## src/rtl/piso_bit_source.sv

```systemverilog
// Parallel-in/serial-out bit source with valid/ready load and gap-free back-to-back words.
// Each bit is held for CLKS_PER_BIT clocks.
// Optional build macro PISO_LSB_FIRST_EN: send LSB first (the register shifts right).
// Default build: MSB first (the register shifts left).
module piso_bit_source #(
    parameter int unsigned NUM_BITS     = 8,
    parameter int unsigned CLKS_PER_BIT = 1
) (
    input  logic                clk,
    input  logic                rst,
    input  logic                load_en,
    input  logic [NUM_BITS-1:0] parallel_in,
    output logic                ready,
    output logic                serial_out,
    output logic                bit_strobe,
    output logic                busy,
    output logic                done
);

    localparam int unsigned PerW = (CLKS_PER_BIT > 1) ? $clog2(CLKS_PER_BIT) : 1;
    localparam int unsigned BitW = (NUM_BITS > 1) ? $clog2(NUM_BITS) : 1;
    localparam logic [PerW-1:0] PerMax = PerW'(CLKS_PER_BIT - 1);
    localparam logic [BitW-1:0] BitMax = BitW'(NUM_BITS - 1);

    typedef enum logic {StIdle, StShift} state_e;

    state_e              state_q, state_d;
    logic [NUM_BITS-1:0] shift_q, shift_d;
    logic [PerW-1:0]     per_q, per_d;
    logic [BitW-1:0]     bit_q, bit_d;

    logic per_end;
    logic last;
    logic accept;

    // Outputs decoded from registered state only, never from load_en.
    always_comb begin
        per_end    = (state_q == StShift) && (per_q == PerMax);
        last       = per_end && (bit_q == BitMax);
        ready      = (state_q == StIdle) || last;
        done       = last;
        busy       = (state_q == StShift);
        bit_strobe = busy && (per_q == '0);
`ifdef PISO_LSB_FIRST_EN
        serial_out = busy && shift_q[0];
`else
        serial_out = busy && shift_q[NUM_BITS-1];
`endif
        accept     = load_en && ready;
    end

    // Next-state: a load on the last clock of a word reloads with no idle gap.
    always_comb begin
        state_d = state_q;
        shift_d = shift_q;
        per_d   = per_q;
        bit_d   = bit_q;
        if (accept) begin
            state_d = StShift;
            shift_d = parallel_in;
            per_d   = '0;
            bit_d   = '0;
        end else if (state_q == StShift) begin
            if (per_end) begin
                per_d = '0;
                if (last) begin
                    state_d = StIdle;
                    bit_d   = '0;
                end else begin
                    bit_d = bit_q + 1'b1;
`ifdef PISO_LSB_FIRST_EN
                    shift_d = {1'b0, shift_q[NUM_BITS-1:1]};
`else
                    shift_d = {shift_q[NUM_BITS-2:0], 1'b0};
`endif
                end
            end else begin
                per_d = per_q + 1'b1;
            end
        end
    end

    // State registers; synchronous reset aborts any word in flight.
    always_ff @(posedge clk) begin
        if (rst) begin
            state_q <= StIdle;
            shift_q <= '0;
            per_q   <= '0;
            bit_q   <= '0;
        end else begin
            state_q <= state_d;
            shift_q <= shift_d;
            per_q   <= per_d;
            bit_q   <= bit_d;
        end
    end

endmodule
```

## config.mk

```make
export PLATFORM = sky130hd
export DESIGN_NAME = piso_bit_source
export DESIGN_NICKNAME = d
export VERILOG_FILES = /design/src/rtl/piso_bit_source.sv
export SDC_FILE = /design/constraint.sdc
export NUM_CORES = 1
export LEC_CHECK = 0
export CAP_MARGIN = 40
export CELL_PAD_IN_SITES_DETAIL_PLACEMENT = 0
export CELL_PAD_IN_SITES_GLOBAL_PLACEMENT = 1
export CORE_UTILIZATION = 35
export DETAILED_ROUTE_END_ITERATION = 7
export PLACE_DENSITY_LB_ADDON = 0.1
export SYNTH_ARGS = -nofsm -noshare
export SYNTH_HDL_FRONTEND = slang
export SYNTH_SLANG_ARGS = --single-unit
export TNS_END_PERCENT = 50
```

## constraint.sdc

```tcl
create_clock -name clk -period 1.7 [get_ports clk]
set_input_delay 0.51 -clock clk [delete_from_list [all_inputs] [get_ports clk]]
set_output_delay 0.51 -clock clk [all_outputs]
set_load 0.005 [all_outputs]
```

## Word level (Yosys, flattened, before mapping)

Index checks and enable logic that the tools add are counted.

| word-level totals | value |
|---|---|
| input bits | 11 |
| register bits after elaboration | 13 |
| word-level logic and storage cells | 30 |
| output and inout bits | 5 |

| cells by class | value |
|---|---|
| mux-type cells | 10 |
| reductions and logical operators | 10 |
| $add $sub $neg | 2 |
| equality and inequality tests | 2 |
| bitwise gates (word level) | 2 |

Operators with widths:

| kind | count |
|---|---|
| 8-bit 2-to-1 mux | 4 |
| 1-bit 2-to-1 mux | 5 |
| 1-bit logical AND | 4 |
| 2-bit nonzero test | 2 |
| 3-bit by 1-bit adder with 3-bit output (second input constant) | 1 |
| 3-bit == test (second input constant) | 1 |
| 3-bit 2-to-1 mux | 1 |
| 3-bit AND reduction | 1 |
| 2-bit by 1-bit != test with 1-bit output (second input constant) | 1 |
| 1-bit NOT | 2 |
| 2-bit AND reduction | 1 |
| 2-bit OR reduction | 1 |
| 1-bit adder (second input constant) | 1 |
| 1-bit logical OR | 1 |

## Depth between registers and ports, before layout

Gate-level depths: netlist of run 1.

| depth | value |
|---|---|
| depth after elaboration | 7 |
| gate-level depth with buffers | 6 |
| gate-level depth less buffers | 5 |

## Worst setup path before layout of run 1

No wires, ideal clock.

| path | value |
|---|---|
| kind | register to output |
| from | reg bit_q[0] |
| to | out done |
| cell stages (with the launch flop) | 5 |
| path buffers | 1 |
| arrival time | 1.023 ns |
| data required time | 1.190 ns |
| setup slack | 0.167 ns |
| cell sequence | dfxtp_1 ha_1 ha_1 buf_2 and2_2 |

| on the way | value |
|---|---|
| cells in the longest elaborated chain, start to end | 2 |

Ends and longest elaborated chain:

| item | RTL line | text |
|---|---|---|
| from (decl) | 30 | `logic [BitW-1:0] bit_q, bit_d;` |
| from (signal assigned) | 94 | `bit_q <= bit_d;` |
| 3-bit == test | 39 | `last = per_end && (bit_q == BitMax);` |
| 1-bit logical AND | 39 |  |
| to (decl) | 17 | `output logic done` |

Every way passes these cells.

## Worst setup path in the final report of run 1

| path | value |
|---|---|
| from | reg bit_q[0] |
| to | out ready |

| on the way | value |
|---|---|
| cells in the longest elaborated chain, start to end | 3 |

Ends and longest elaborated chain:

| item | RTL line | text |
|---|---|---|
| 3-bit == test | 39 |  |
| 1-bit logical AND | 39 |  |
| 1-bit logical OR | 40 | `ready = (state_q == StIdle) \|\| last;` |
| to (decl) | 13 | `output logic ready,` |

Every way passes these cells.

==> flow_metrics.env, run 1 <==
export IMPL_syn_area_per_cell_um2=9.95
export IMPL_start_util=0.375
export IMPL_synth_top_cell_area_share=0.402
export IMPL_cp_start_kind="flip-flop"
export IMPL_synth_seq_cells=13
export IMPL_synth_warnings=0
export IMPL_antenna_found_initial=0
export IMPL_cts_buffers=3
export IMPL_arrival_ns=1.32
export IMPL_worst_hold_slack_ns=0.499
export IMPL_drc=0
export IMPL_tightest_slew_ns=0.341
export IMPL_fp_dieH_um=45.0
export IMPL_grt_max_degree=14
export IMPL_ctsHoldBuffers=0
export IMPL_timing_rr_end="shift_q[5]$_SDFFE_PP0P_"
export IMPL_dpl_cell_area_um2=872
export IMPL_worstSetupPathType="flip-flop to output port"
export IMPL_yosysSeqAreaShare=0.402
export IMPL_fmax_mhz=545
export IMPL_post_route_period_util=1.08
export IMPL_worst_slack_ns=-0.134
export IMPL_cts_reportedPaths_clkPinSlew_ns=0.07
export IMPL_cts_sinks=13
export IMPL_grt_ovfl_total=0
export IMPL_async_reset_ff_frac=0
export IMPL_fin_crit_ns=1.83
export IMPL_synth_fp_nets=78
export IMPL_cp_required_ns=1.19
export IMPL_io_pins=16
export IMPL_vias=549
export IMPL_synth_top_flop_cell="dfxtp_1"
export IMPL_num_nets_final=103
export IMPL_wl_um=1420
export IMPL_syn_area_um2=647
export IMPL_slew_limit_headroom=0.773
export IMPL_hold_viol=0
export IMPL_r2r_slack_ns=0.11
export IMPL_yosys_area_top_type="dfxtp_1"
export IMPL_synthCells=65
export IMPL_final_util=0.551
export IMPL_critPathLaunch="bit_q[0]$_SDFFE_PP0P_"
export IMPL_die_w_um=45.0
export IMPL_grt_pass1_wl_um=2180
export IMPL_tritoncts="yes"
export IMPL_drtIter0Drc=5
export IMPL_synth_cell_type_count=25
export IMPL_finalMaxSlewViolations=0
export IMPL_rsz0062_at_grt="yes"
export IMPL_drv_cap=0
export IMPL_coreArea_um2=1730
export IMPL_antenna_cells=0
export IMPL_avgViaCountPerCell=4.82
export IMPL_routedWlPerCell_um=12.4
export IMPL_violations="negative setup slack"
export IMPL_design_area_um2=952
export IMPL_dp_hpwl_um=988
export IMPL_reg2regPathDepth=7
export IMPL_cts_htree_levels=1
export IMPL_nFillCells=165
export IMPL_r2r_start="bit_q[0]$_SDFFE_PP0P_"
export IMPL_place_ws_ns=-0.244
export IMPL_min_path_type="flip-flop to flip-flop"
export IMPL_drive_gt1_frac=0.371
export IMPL_endpoint_kind="output port"
export IMPL_grt_pass1_vias=488
export IMPL_io_buffers=15
export IMPL_clockBufferDepth=2
export IMPL_grt_usage=0.154
export IMPL_cp_endpoint="ready"
export IMPL_status="complete, but fails checks"
export IMPL_finalSetupViolations=2
export IMPL_first_pass_iters=3
export IMPL_leakage_nw=0.383
export IMPL_routabilityCongestion=0.729
export IMPL_detail_route_antenna_nets=0
export IMPL_placementRows=15
export IMPL_fin_worst_skew_ns=0.00562
export IMPL_synthTopCellsByArea="dfxtp_1 40%, o221a_2 8.7%, a21oi_1 7.0%, mux2i_1 4.6%, nor2_1 4.6%"
export IMPL_ir_worst_vdd_mv=0.501
export IMPL_powerDensity_nw_per_um2=694
export IMPL_synth_edf_count=0
export IMPL_root_buffer="clkbuf_4"
export IMPL_syn_to_final_growth_pct=47.2
export IMPL_clk_latency_ns=0.28
export IMPL_cp_max_fo=2
export IMPL_dieArea_um2=2020
cells in the mapped netlist (2+ instances only):
cell type / count
a21oi_1: 9
o221a_2: 5
nand2b_1: 2
nor2_1: 8
mux2i_1: 3
and2_2: 2
nor3_1: 2
o221a_1: 2
inv_1: 2
ha_1: 2
and2b_4: 2
dfxtp_1: 13
repair_timing:
action | 4_1_cts | 5_1_grt
buffers inserted | 0 | 0
resized for setup | 25 | 2
endpoints found under the setup margin | 12 | 10
pin swaps | 1 | 3
power breakdown:
part           switching (mW)  internal, mW  total (mW)
registers              0.0115         0.326       0.337
clock network          0.0993        0.0910       0.190
logic                  0.0543        0.0791       0.133
total                   0.165         0.496       0.661
cell families after synthesis:
group,Yosys count,synth area share
buffers and inverters,5,0.0561
AO/OA/AOI/OAI,21,0.265
AND/OR/NAND/NOR,21,0.191
adder cells (fa/ha/maj),2,0.0387
multiplexers,3,0.0464
flip-flops,13,0.402
registers in the layout (all words and copies together), names as in the netlist:
| signal | cells |
|---|---|
| shift_q | 8 |
| bit_q | 3 |
| busy | 1 |
| per_q | 1 |
stage by stage:
stage	power [mW]	std cells	setup TNS, ns
2_1_floorplan	0.414	65	0
3_3_place_gp	0.472	110	-0.551
3_5_place_dp	0.473	110	-0.660
4_1_cts	0.673	114	-0.241
5_1_grt	0.704	114	-0.316
6_report	0.661	114	-0.208
worst max-delay path, cell delays in order (launching register included):
cell      delay (ns)
dfxtp_2         0.34
ha_4            0.16
ha_4            0.15
and2b_4         0.16
nand2b_4        0.13
buf_6           0.11
worst min path at each step:
stage                                   from            endpoint  cells after the start  slack [ns]
final                     per_q$_SDFFE_PP0P_  per_q$_SDFFE_PP0P_                      1        0.50
after global routing      per_q$_SDFFE_PP0P_  per_q$_SDFFE_PP0P_                      1        0.52
after CTS                 per_q$_SDFFE_PP0P_  per_q$_SDFFE_PP0P_                      1        0.50
after detailed placement  per_q$_SDFFE_PP0P_  per_q$_SDFFE_PP0P_                      1        0.50
after global placement    per_q$_SDFFE_PP0P_  per_q$_SDFFE_PP0P_                      1        0.50
after floorplan           per_q$_SDFFE_PP0P_  per_q$_SDFFE_PP0P_                      1        0.48
cell type report:
type                    count  area [um^2]  area share
multi-input cells          47          392       0.411
flip-flops and latches     13          265       0.279
repair buffers             23          230       0.242
well taps                  25         31.3      0.0329
clock buffers               4         26.3      0.0276
inverters                   2         7.51     0.00788
layout by cell type (no fill, tap or decap), drive strengths merged:
cell type	count
nor4b	1
nor3	3
clkdlybuf4s15	1
clkdlybuf4s50	10
dfxtp	13
buf	10
a21oi	9
nor2	8
a211oi	1
o221a	7
and2	2
o21ai	2
and2b	3
o21a	1
inv	2
nand2b	2
clkbuf	4
mux2i	3
dlygate4sd2	2
nand2	1
nor2b	1
a21boi	1
ha	2
routing by layer:
layer  up-vias  wire length, um  global-route usage
li1        289                -                   -
met1       250              705               0.191
met2        10              649               0.229
met3         0               64              0.0760
met4         0                0              0.0545
met5         -                0                   0
Power figures use the tool's default switching activity.
==> run 2: changes to the inputs <==
--- a/config.mk
+++ b/config.mk
@@ -14,4 +14,4 @@
 export SYNTH_ARGS = -nofsm -noshare
 export SYNTH_HDL_FRONTEND = slang
 export SYNTH_SLANG_ARGS = --single-unit
-export TNS_END_PERCENT = 50
+export TNS_END_PERCENT = 1
==> run 2 against run 1 <==
Against the previous run: the flow still finishes with violations (negative setup slack); register-to-register slack about the same; sequential share of layout area rose by 0.11 points; maximum frequency up 0.45%; clock power hardly changed; sequential power barely moved; final cell count unchanged; critical path type unchanged; largest cell class unchanged; largest power group unchanged.
==> flow_metrics.env, run 2 (synthesis gave the netlist of run 1 again) <==
export IMPL_dp_hpwl_um=988
export IMPL_avgViaCountPerCell=4.89
export IMPL_ir_worst_vdd_mv=0.503
export IMPL_die_w_um=45.0
export IMPL_fmax_mhz=548
export IMPL_wl_um=1400
export IMPL_clockBufferDepth=2
export IMPL_cts_sinks=13
export IMPL_fin_crit_ns=1.83
export IMPL_tightest_slew_ns=0.339
export IMPL_crit_top_cell="ha_4"
export IMPL_finalMaxSlewViolations=0
export IMPL_endpoint_kind="output port"
export IMPL_final_common_cell="clkdlybuf4s50_1"
export IMPL_grt_max_degree=14
export IMPL_drv_cap=0
export IMPL_num_nets_final=103
export IMPL_cp_max_fo=2
export IMPL_placementRows=15
export IMPL_tritoncts="yes"
export IMPL_violations="negative setup slack"
export IMPL_slowest_stage="dfxtp_2"
export IMPL_antenna_cells=0
export IMPL_largestRegisters="shift_q (8), bit_q (3)"
export IMPL_worst_hold_slack_ns=0.502
export IMPL_finalSetupViolations=2
export IMPL_tns_ns=-0.213
export IMPL_rsz0062_at_grt="yes"
export IMPL_drc=0
export IMPL_ctsHoldBuffers=0
export IMPL_worstSetupPathType="flip-flop to output port"
export IMPL_fp_dieH_um=45.0
export IMPL_crit_buf_inv=1
export IMPL_leakage_nw=0.383
export IMPL_min_path_type="flip-flop to flip-flop"
export IMPL_cts_htree_levels=1
export IMPL_root_buffer="clkbuf_4"
export IMPL_cp_start_kind="flip-flop"
export IMPL_critical_path_top_delay_family="flip-flops"
export IMPL_design_area_um2=948
export IMPL_io_buffers=15
export IMPL_dpl_cell_area_um2=872
export IMPL_slew_limit_headroom=0.774
export IMPL_routabilityCongestion=0.729
export IMPL_drive_gt1_frac=0.371
export IMPL_cts_reportedPaths_clkPinSlew_ns=0.07
export IMPL_syn_to_final_growth_pct=46.6
export IMPL_cts_buffers=3
export IMPL_worst_slack_ns=-0.125
export IMPL_drtIter0Drc=10
export IMPL_postCtsSetupRepairBufs=0
export IMPL_routedWlPerCell_um=12.3
export IMPL_clk_latency_ns=0.28
export IMPL_largest_register_ffs=8
export IMPL_layout_common_cells="10 x clkdlybuf4s50_1, 9 x a21oi_1, 9 x dfxtp_1"
export IMPL_grt_ovfl_total=0
export IMPL_placed_cells=110
export IMPL_antenna_found_initial=0
export IMPL_top_register="shift_q"
export IMPL_fin_worst_skew_ns=0.00518
export IMPL_cp_cell_sequence="ha_4, ha_4, and2b_4, nand2b_4, buf_6"
export IMPL_cp_required_ns=1.19
export IMPL_coreArea_um2=1730
export IMPL_start_util=0.375
export IMPL_io_pins=16
export IMPL_powerDensity_nw_per_um2=696
export IMPL_post_route_period_util=1.07
export IMPL_grt_pass1_wl_um=2160
export IMPL_vias=557
export IMPL_dieArea_um2=2020
export IMPL_cpPeakStageDelay_ns=0.34
export IMPL_first_pass_iters=4
export IMPL_grt_pass1_vias=487
export IMPL_arrival_ns=1.32
export IMPL_stdcell_count=114
export IMPL_hold_viol=0
export IMPL_status="complete, but fails checks"
export IMPL_detail_route_antenna_nets=0
export IMPL_grt_usage=0.152
-- run 2: cell type report --
cell class,instances,area [um^2]
Fill cell,165,778
Multi-Input combinational cell,47,392
Sequential cell,13,265
Timing Repair Buffer,23,226
Tap cell,25,31.3
Clock buffer,4,26.3
Inverter,2,7.51
-- run 2: timing repair --
item,4_1_cts,5_1_grt
pin swaps,1,3
setup endpoints to repair,12,10
resized for setup,24,2
-- run 2: path summary, 6_finish.rpt --
path,slack [ns],to,from,depth (start not counted)
hold reg to reg,0.50,per_q$_SDFFE_PP0P_,per_q$_SDFFE_PP0P_,1
setup / recovery,-0.13,ready,bit_q[0]$_SDFFE_PP0P_,5
setup reg to reg,0.10,shift_q[5]$_SDFFE_PP0P_,bit_q[0]$_SDFFE_PP0P_,7
hold / removal,0.50,per_q$_SDFFE_PP0P_,per_q$_SDFFE_PP0P_,1
-- run 2: through the flow --
step                total power, mW  utilization  worst slack [ns]
finish                        0.661        0.549            -0.125
global route                  0.704        0.549            -0.184
CTS                           0.673        0.544            -0.147
detailed placement            0.473        0.505            -0.244
global placement              0.472        0.505            -0.228
floorplan                     0.414            -             0.167
-- run 2: metal layers --
layer	share of wire	GRT usage	wire length, um
met1	0.49	0.189	685
met2	0.46	0.226	645
met3	0.053	0.0760	74
met4	0	0.0545	0
met5	0	0	0
-- run 2: power by group --
group / leakage [nW] / switching, mW / internal [mW]
sequential: 0.109 / 0.0115 / 0.326
combinational: 0.259 / 0.0545 / 0.0791
clock: 0.0150 / 0.0988 / 0.0910
